$ cat src/rtl/instr_queue_if.sv
// Fetch-side bundle between instruction memory, instr_queue and controller.
// master drives enqueue/dequeue/flush; slave is the queue itself.
interface instr_queue_if #(
    parameter int WIDTH = 16,
    parameter int DEPTH = 4,
    parameter int OP_W  = 4
);
    logic [WIDTH-1:0]       data;
    logic                   load;
    logic                   next;
    logic                   flush;
    logic [WIDTH-1:0]       out;
    logic [OP_W-1:0]        opcode;
    logic                   valid;
    logic                   ready;
    logic [$clog2(DEPTH):0] count;
    logic                   overflow;

    modport master (
        output data, load, next, flush,
        input  out, opcode, valid, ready, count, overflow
    );

    modport slave (
        input  data, load, next, flush,
        output out, opcode, valid, ready, count, overflow
    );
endinterface

$ cat src/rtl/instr_queue.sv
// Circular instruction FIFO: lets fetch run ahead of the controller FSM.
// Define INSTR_QUEUE_BYPASS_EN for same-cycle pass-through on an empty queue.
module instr_queue #(
    parameter int WIDTH = 16,
    parameter int DEPTH = 4,
    parameter int OP_W  = 4
) (
    input  logic         clk,
    input  logic         rst_n,
    instr_queue_if.slave q
);
    localparam int PW = $clog2(DEPTH);
    localparam int CW = $clog2(DEPTH) + 1;
    localparam logic [CW-1:0] FULL = CW'(DEPTH);
    localparam logic [CW-1:0] ONE  = CW'(1);
    localparam logic [PW-1:0] PINC = PW'(1);

    logic [WIDTH-1:0] mem_q [DEPTH];
    logic [PW-1:0]    wr_ptr_q;
    logic [PW-1:0]    wr_ptr_d;
    logic [PW-1:0]    rd_ptr_q;
    logic [PW-1:0]    rd_ptr_d;
    logic [PW-1:0]    rd_nxt;
    logic [CW-1:0]    count_q;
    logic [CW-1:0]    count_d;
    logic [WIDTH-1:0] out_q;
    logic [WIDTH-1:0] out_d;
    logic             overflow_q;
    logic             overflow_d;
    logic             empty;
    logic             full;
    logic             enq;
    logic             deq;
    logic             byp_thru;

    assign empty  = (count_q == '0);
    assign full   = (count_q == FULL);
    assign rd_nxt = rd_ptr_q + PINC;

`ifdef INSTR_QUEUE_BYPASS_EN
    logic byp;
    assign byp      = empty && q.load && !q.flush;
    assign byp_thru = byp && q.next;
    assign q.out    = byp ? q.data : out_q;
    assign q.valid  = !empty || byp;
`else
    assign byp_thru = 1'b0;
    assign q.out    = out_q;
    assign q.valid  = !empty;
`endif

    assign q.opcode   = q.out[WIDTH-1 -: OP_W];
    assign q.ready    = !full;
    assign q.count    = count_q;
    assign q.overflow = overflow_q;

    // Accept/consume decisions; flush overrides both.
    always_comb begin
        deq = !q.flush && q.next && !empty;
        enq = !q.flush && q.load && (!full || deq) && !byp_thru;
    end

    // Pointer and occupancy next-state; never depends on data.
    always_comb begin
        wr_ptr_d = wr_ptr_q;
        rd_ptr_d = rd_ptr_q;
        count_d  = count_q;
        if (q.flush) begin
            rd_ptr_d = wr_ptr_q;
            count_d  = '0;
        end else begin
            if (enq) wr_ptr_d = wr_ptr_q + PINC;
            if (deq) rd_ptr_d = rd_nxt;
            if (enq && !deq) count_d = count_q + ONE;
            if (deq && !enq) count_d = count_q - ONE;
        end
    end

    // Head register: next oldest word, or hold the last one when draining.
    always_comb begin
        out_d = out_q;
        if (byp_thru) begin
            out_d = q.data;
        end else if (enq && empty) begin
            out_d = q.data;
        end else if (deq && count_q != ONE) begin
            out_d = mem_q[rd_nxt];
        end else if (deq && enq) begin
            out_d = q.data;
        end
    end

    // Sticky flag for a load dropped against a full queue.
    always_comb begin
        overflow_d = overflow_q;
        if (q.load && full && !deq && !q.flush) overflow_d = 1'b1;
    end

    // Control state registers.
    always_ff @(posedge clk or negedge rst_n) begin
        if (!rst_n) begin
            wr_ptr_q   <= '0;
            rd_ptr_q   <= '0;
            count_q    <= '0;
            out_q      <= '0;
            overflow_q <= 1'b0;
        end else begin
            wr_ptr_q   <= wr_ptr_d;
            rd_ptr_q   <= rd_ptr_d;
            count_q    <= count_d;
            out_q      <= out_d;
            overflow_q <= overflow_d;
        end
    end

    // Storage array; only the slot under the write pointer changes.
    always_ff @(posedge clk or negedge rst_n) begin
        if (!rst_n) begin
            for (int i = 0; i < DEPTH; i++) mem_q[i] <= '0;
        end else if (enq) begin
            mem_q[wr_ptr_q] <= q.data;
        end
    end
endmodule

$ cat src/flat_wrapper.sv
// flat-port wrapper written by rule: the top's interface ports become plain ports
module instr_queue_flat 
#(
    parameter int WIDTH = 16,
    parameter int DEPTH = 4,
    parameter int OP_W  = 4
)
  (clk, rst_n, q_data, q_load, q_next, q_flush, q_out, q_opcode, q_valid, q_ready, q_count, q_overflow);
  instr_queue_if #(.WIDTH(WIDTH), .DEPTH(DEPTH), .OP_W(OP_W)) q_i ();
  input  logic clk;
  input  logic rst_n;
  input wire logic [$bits(q_i.data)-1:0] q_data;
  input wire logic [$bits(q_i.load)-1:0] q_load;
  input wire logic [$bits(q_i.next)-1:0] q_next;
  input wire logic [$bits(q_i.flush)-1:0] q_flush;
  output wire logic [$bits(q_i.out)-1:0] q_out;
  output wire logic [$bits(q_i.opcode)-1:0] q_opcode;
  output wire logic [$bits(q_i.valid)-1:0] q_valid;
  output wire logic [$bits(q_i.ready)-1:0] q_ready;
  output wire logic [$bits(q_i.count)-1:0] q_count;
  output wire logic [$bits(q_i.overflow)-1:0] q_overflow;
  assign q_i.data = q_data;
  assign q_i.load = q_load;
  assign q_i.next = q_next;
  assign q_i.flush = q_flush;
  assign q_out = q_i.out;
  assign q_opcode = q_i.opcode;
  assign q_valid = q_i.valid;
  assign q_ready = q_i.ready;
  assign q_count = q_i.count;
  assign q_overflow = q_i.overflow;
  instr_queue #(.WIDTH(WIDTH), .DEPTH(DEPTH), .OP_W(OP_W)) u_core (.clk(clk), .rst_n(rst_n), .q(q_i));
endmodule
$ cat config.mk
export PLATFORM = sky130hd
export DESIGN_NAME = instr_queue_flat
export DESIGN_NICKNAME = d
export VERILOG_FILES = /design/src/rtl/instr_queue_if.sv /design/src/rtl/instr_queue.sv /design/src/flat_wrapper.sv
export SDC_FILE = /design/constraint.sdc
export NUM_CORES = 1
export LEC_CHECK = 0
export ABC_AREA = 1
export BUFFER_PORTS_ARGS = -buffer_cell sky130_fd_sc_hd__buf_4
export CORE_MARGIN = 1.5
export CORE_UTILIZATION = 50
export CTS_CLUSTER_DIAMETER = 150
export CTS_CLUSTER_SIZE = 14
export DETAILED_ROUTE_END_ITERATION = 10
export GPL_ROUTABILITY_DRIVEN = 0
export PLACE_DENSITY = 0.67
export SYNTH_ARGS = -nofsm -noshare
export SYNTH_HDL_FRONTEND = slang
export SYNTH_SLANG_ARGS = --single-unit
$ cat constraint.sdc
create_clock -name clk -period 1.65 [get_ports clk]
set_input_delay 0.33 -clock clk [delete_from_list [all_inputs] [get_ports clk]]
set_output_delay 0.33 -clock clk [all_outputs]
set_load 0.02 [all_outputs]
==> results.json <==
{
  "combinational_family_with_the_most_area_after_synthesis": "simple AND/OR/NAND/NOR gates",
  "drt_iter0_drc": 262,
  "critical_path.endpoint_type": "output pin",
  "report.final.hold_viol_count": 0,
  "clkLatencyLatePin_ns": 0.36,
  "hp-class": "input port to flop",
  "outcome": "finished clean",
  "route.final.wire_length_microns": 10300,
  "numCtsBuffers": 9,
  "initial_utilization": 0.522,
  "worstPathCellList": "inv_2 > ha_2 > nand2_1 > buf_4",
  "antenna_found_initial": 0,
  "synth_area_leaders": "sky130_fd_sc_hd__dfrtp_1 51%, sky130_fd_sc_hd__nand2_1 22%, sky130_fd_sc_hd__nand3_1 7.6%",
  "grt_pass1_vias": 3489,
  "worst_pin_slew_ns": 0.486,
  "num_rows": 33,
  "max_cap_viol_count": 0,
  "mean_routed_wirelength_per_cell_microns": 14.4,
  "pre_cts_setup_slack_ns": 0.00161,
  "die-height_microns": 96.3,
  "timing.max_slew.rel_slack": 0.675,
  "ratio_of_cells_with_drive_above_1_in_the_final_layout": 0.192,
  "synth_area_per_cell_sq_um": 7.88,
  "synth_simple_gate_area_frac": 0.351,
  "worst_path_largest_cell_delay_ns": 0.41,
  "die-area_sq_um": 9280,
  "final_net_count": 634,
  "synthesized_area_fraction_occupied_by_adder_cells": 0.0230,
  "gr-total-overflow": 0,
  "place.detailed.hpwl_microns": 6870,
  "antenna_diode_instance_count": 0,
  "synth_xor_area_frac": 0.00402,
  "clock-root-buffer": "sky130_fd_sc_hd__clkbuf_8",
  "layout_setup_ws_ns": 0.0493,
  "synth-seq-cells": 88,
  "vdd_ir_drop_max_mv": 0.843,
  "post-route-period-util": 0.970,
  "crit_slowest_cell": "sky130_fd_sc_hd__dfrtp_2",
  "timing.fmax_mhz": 625,
  "setup.worst_path.start_class": "flop",
  "synthesized_instance_count": 553,
  "cpLargestDelayFamily": "flip-flops",
  "vias": 3717,
  "clk_pin_slew_ns": 0.10,
  "antenna_nets_post_route": 0,
  "finClkSkew_ns": 0.0135,
  "synthesis.yosys.warnings": 0,
  "clock-sinks": 88,
  "grt_max_degree": 39,
  "synth_nets": 582,
  "grtUsageTotal": 0.244,
  "critical_path_rt_ns": 1.32,
  "sequential_share_of_the_synthesized_area": 0.505,
  "port_buffers": 46,
  "dr.pass1.iters": 5,
  "coreArea_sq_um": 8340,
  "pin_count": 47,
  "period_needed_ns": 1.60,
  "grt_pass1_wl_microns": 16900,
  "totalNegativeSetupSlack_ns": 0,
  "rsz0062_at_grt": "yes",
  "clock_tree.buffer_depth": 2,
  "synth.lib_cells_used.distinct": 26,
  "power_per_cell_area_nw_per_um2": 1800,
  "synth_compound_area_frac": 0.0448,
  "timing.critical_path.buf_inv": 2,
  "drt_drc_violations_left": 0,
  "timing_worst_setup_path_type": "flop to output pin",
  "synth.largest_area_cell": "sky130_fd_sc_hd__dfrtp_1",
  "cts-htree-levels": 3,
  "static-leakage-power_uw": 0.00271,
  "vias_per_cell": 5.20,
  "final-setup-viol-count": 0,
  "critical_path.max_fanout": 3,
  "tritoncts_clock_tree": "yes",
  "synth_largest_type_area_fraction": 0.505,
  "syn-cell-area_sq_um": 4360,
  "die_width_microns": 96.3,
  "synth.mux.area_fraction": 0,
  "final-max-slew-violation-count": 0,
  "syn_to_final_growth_pct": 17.4,
  "worst-endpoint-arrival_ns": 1.27
}
what timing repair did:
action | 4_1_cts | 5_1_grt
endpoints found under the hold margin | 20 | 0
gates resized for setup | 1 | 7
endpoints found under the setup margin | 1 | 50
hold buffers | 1 | 0
buffers inserted | 0 | 3
through the flow:
step	utilization	power [uW]	hold slack [ns]	std cells	instance area, sq um
after floorplan	-	6390	0.0344	553	4360
after global placement	0.583	7520	0.251	695	4860
after detailed placement	0.583	7640	0.251	695	4860
after CTS	0.608	9180	0.185	712	5070
after global routing	0.613	9950	0.200	715	5110
final	0.613	9210	0.198	715	5110
power breakdown:
part,total [uW],internal (uW),leakage [uW],switching [uW]
Clock,1520,740,0.0000993,783
Combinational,3970,1560,0.00152,2410
Sequential,3710,3170,0.00109,544
cell families after synthesis:
logic type               count (synthesis)
XOR/XNOR                                 2
flip-flops                              88
AO/OA/AOI/OAI                           38
buffers and inverters                   64
AND/OR/NAND/NOR                        353
adder cells (fa/ha/maj)                  8
flip-flops by register name (all words and copies together) (netlist names):
signal             cells
u_core.mem_q          64
u_core.q.count         3
u_core.q.out          16
u_core.q.overflow      1
u_core.rd_ptr_q        2
u_core.wr_ptr_q        2
cell usage after synthesis:
cell type and number:
sky130_fd_sc_hd__ha_1 8, sky130_fd_sc_hd__inv_1 30, sky130_fd_sc_hd__inv_4 2, sky130_fd_sc_hd__nand2_2 14
sky130_fd_sc_hd__xnor2_1 1, sky130_fd_sc_hd__buf_8 1, sky130_fd_sc_hd__o21ai_0 8, sky130_fd_sc_hd__nand3_1 66
sky130_fd_sc_hd__o211ai_1 1, sky130_fd_sc_hd__nor2_2 2, sky130_fd_sc_hd__nor2_1 7, sky130_fd_sc_hd__o21bai_1 1
sky130_fd_sc_hd__nor2_8 1, sky130_fd_sc_hd__inv_2 7, sky130_fd_sc_hd__clkbuf_1 2, sky130_fd_sc_hd__buf_2 12
sky130_fd_sc_hd__xor2_1 1, sky130_fd_sc_hd__nand2_8 3, sky130_fd_sc_hd__nor2_4 2, sky130_fd_sc_hd__a21oi_1 6
sky130_fd_sc_hd__buf_4 8, sky130_fd_sc_hd__inv_6 1, sky130_fd_sc_hd__nand2_1 258, sky130_fd_sc_hd__buf_6 1
sky130_fd_sc_hd__dfrtp_1 88, sky130_fd_sc_hd__o21ai_1 22
cell type report:
type,count,area (sq um)
sequential,88,2200
clock buffer,11,141
inverter,40,173
fill,756,3230
clock inverter,5,56.3
multi-input combinational,401,1850
tap,105,131
timing repair buffer,65,557
worst reg2reg max path, stage by stage (launching register included):
cell,delay [ns]
sky130_fd_sc_hd__dfrtp_2,0.41
sky130_fd_sc_hd__inv_2,0.08
sky130_fd_sc_hd__ha_2,0.18
sky130_fd_sc_hd__nand2_2,0.06
sky130_fd_sc_hd__inv_1,0.07
sky130_fd_sc_hd__nand2_2,0.10
sky130_fd_sc_hd__nand2_8,0.13
sky130_fd_sc_hd__inv_8,0.06
sky130_fd_sc_hd__nand2_8,0.14
sky130_fd_sc_hd__inv_6,0.11
sky130_fd_sc_hd__nand2_1,0.08
sky130_fd_sc_hd__nand2_1,0.05
metal layers:
| metal | track usage | wire [microns] |
|---|---|---|
| met5 | 0 | 0 |
| met2 | 0.406 | 5020 |
| met1 | 0.320 | 4650 |
| met4 | 0.0966 | 201 |
| met3 | 0.0379 | 437 |
layout by cell type (no fill, tap or decap), types with 2 or more instances in the layout:
cell	count
sky130_fd_sc_hd__ha_1	7
sky130_fd_sc_hd__inv_8	2
sky130_fd_sc_hd__nor2_4	3
sky130_fd_sc_hd__dfrtp_1	86
sky130_fd_sc_hd__nand2_8	3
sky130_fd_sc_hd__buf_12	5
sky130_fd_sc_hd__nor2_1	7
sky130_fd_sc_hd__dfrtp_2	2
sky130_fd_sc_hd__o21ai_1	22
sky130_fd_sc_hd__nand2_1	257
sky130_fd_sc_hd__inv_1	28
sky130_fd_sc_hd__clkbuf_8	10
sky130_fd_sc_hd__o21ai_0	8
sky130_fd_sc_hd__a21oi_1	6
sky130_fd_sc_hd__buf_4	58
sky130_fd_sc_hd__nand3_1	66
sky130_fd_sc_hd__inv_2	8
sky130_fd_sc_hd__nand2_2	15
sky130_fd_sc_hd__clkinv_2	2
final timing paths:
check | endpoint | depth (start not counted) | slack [ns] | from
worst max-delay path | q_valid | 4 | 0.05 | u_core.q.count[0]$_DFFE_PN0P_
worst min-delay path | u_core.mem_q[41]$_DFFE_PN0P_ | 3 | 0.20 | q_data[9]
worst max register to register | u_core.mem_q[19]$_DFFE_PN0P_ | 11 | 0.09 | u_core.q.count[0]$_DFFE_PN0P_
worst min register to register | u_core.mem_q[15]$_DFFE_PN0P_ | 2 | 0.48 | u_core.mem_q[15]$_DFFE_PN0P_
max in group asynchronous | u_core.q.count[0]$_DFFE_PN0P_ | 3 | 0.72 | rst_n
min in group asynchronous | u_core.mem_q[7]$_DFFE_PN0P_ | 2 | 0.40 | rst_n
Power figures use the tool's default switching activity.
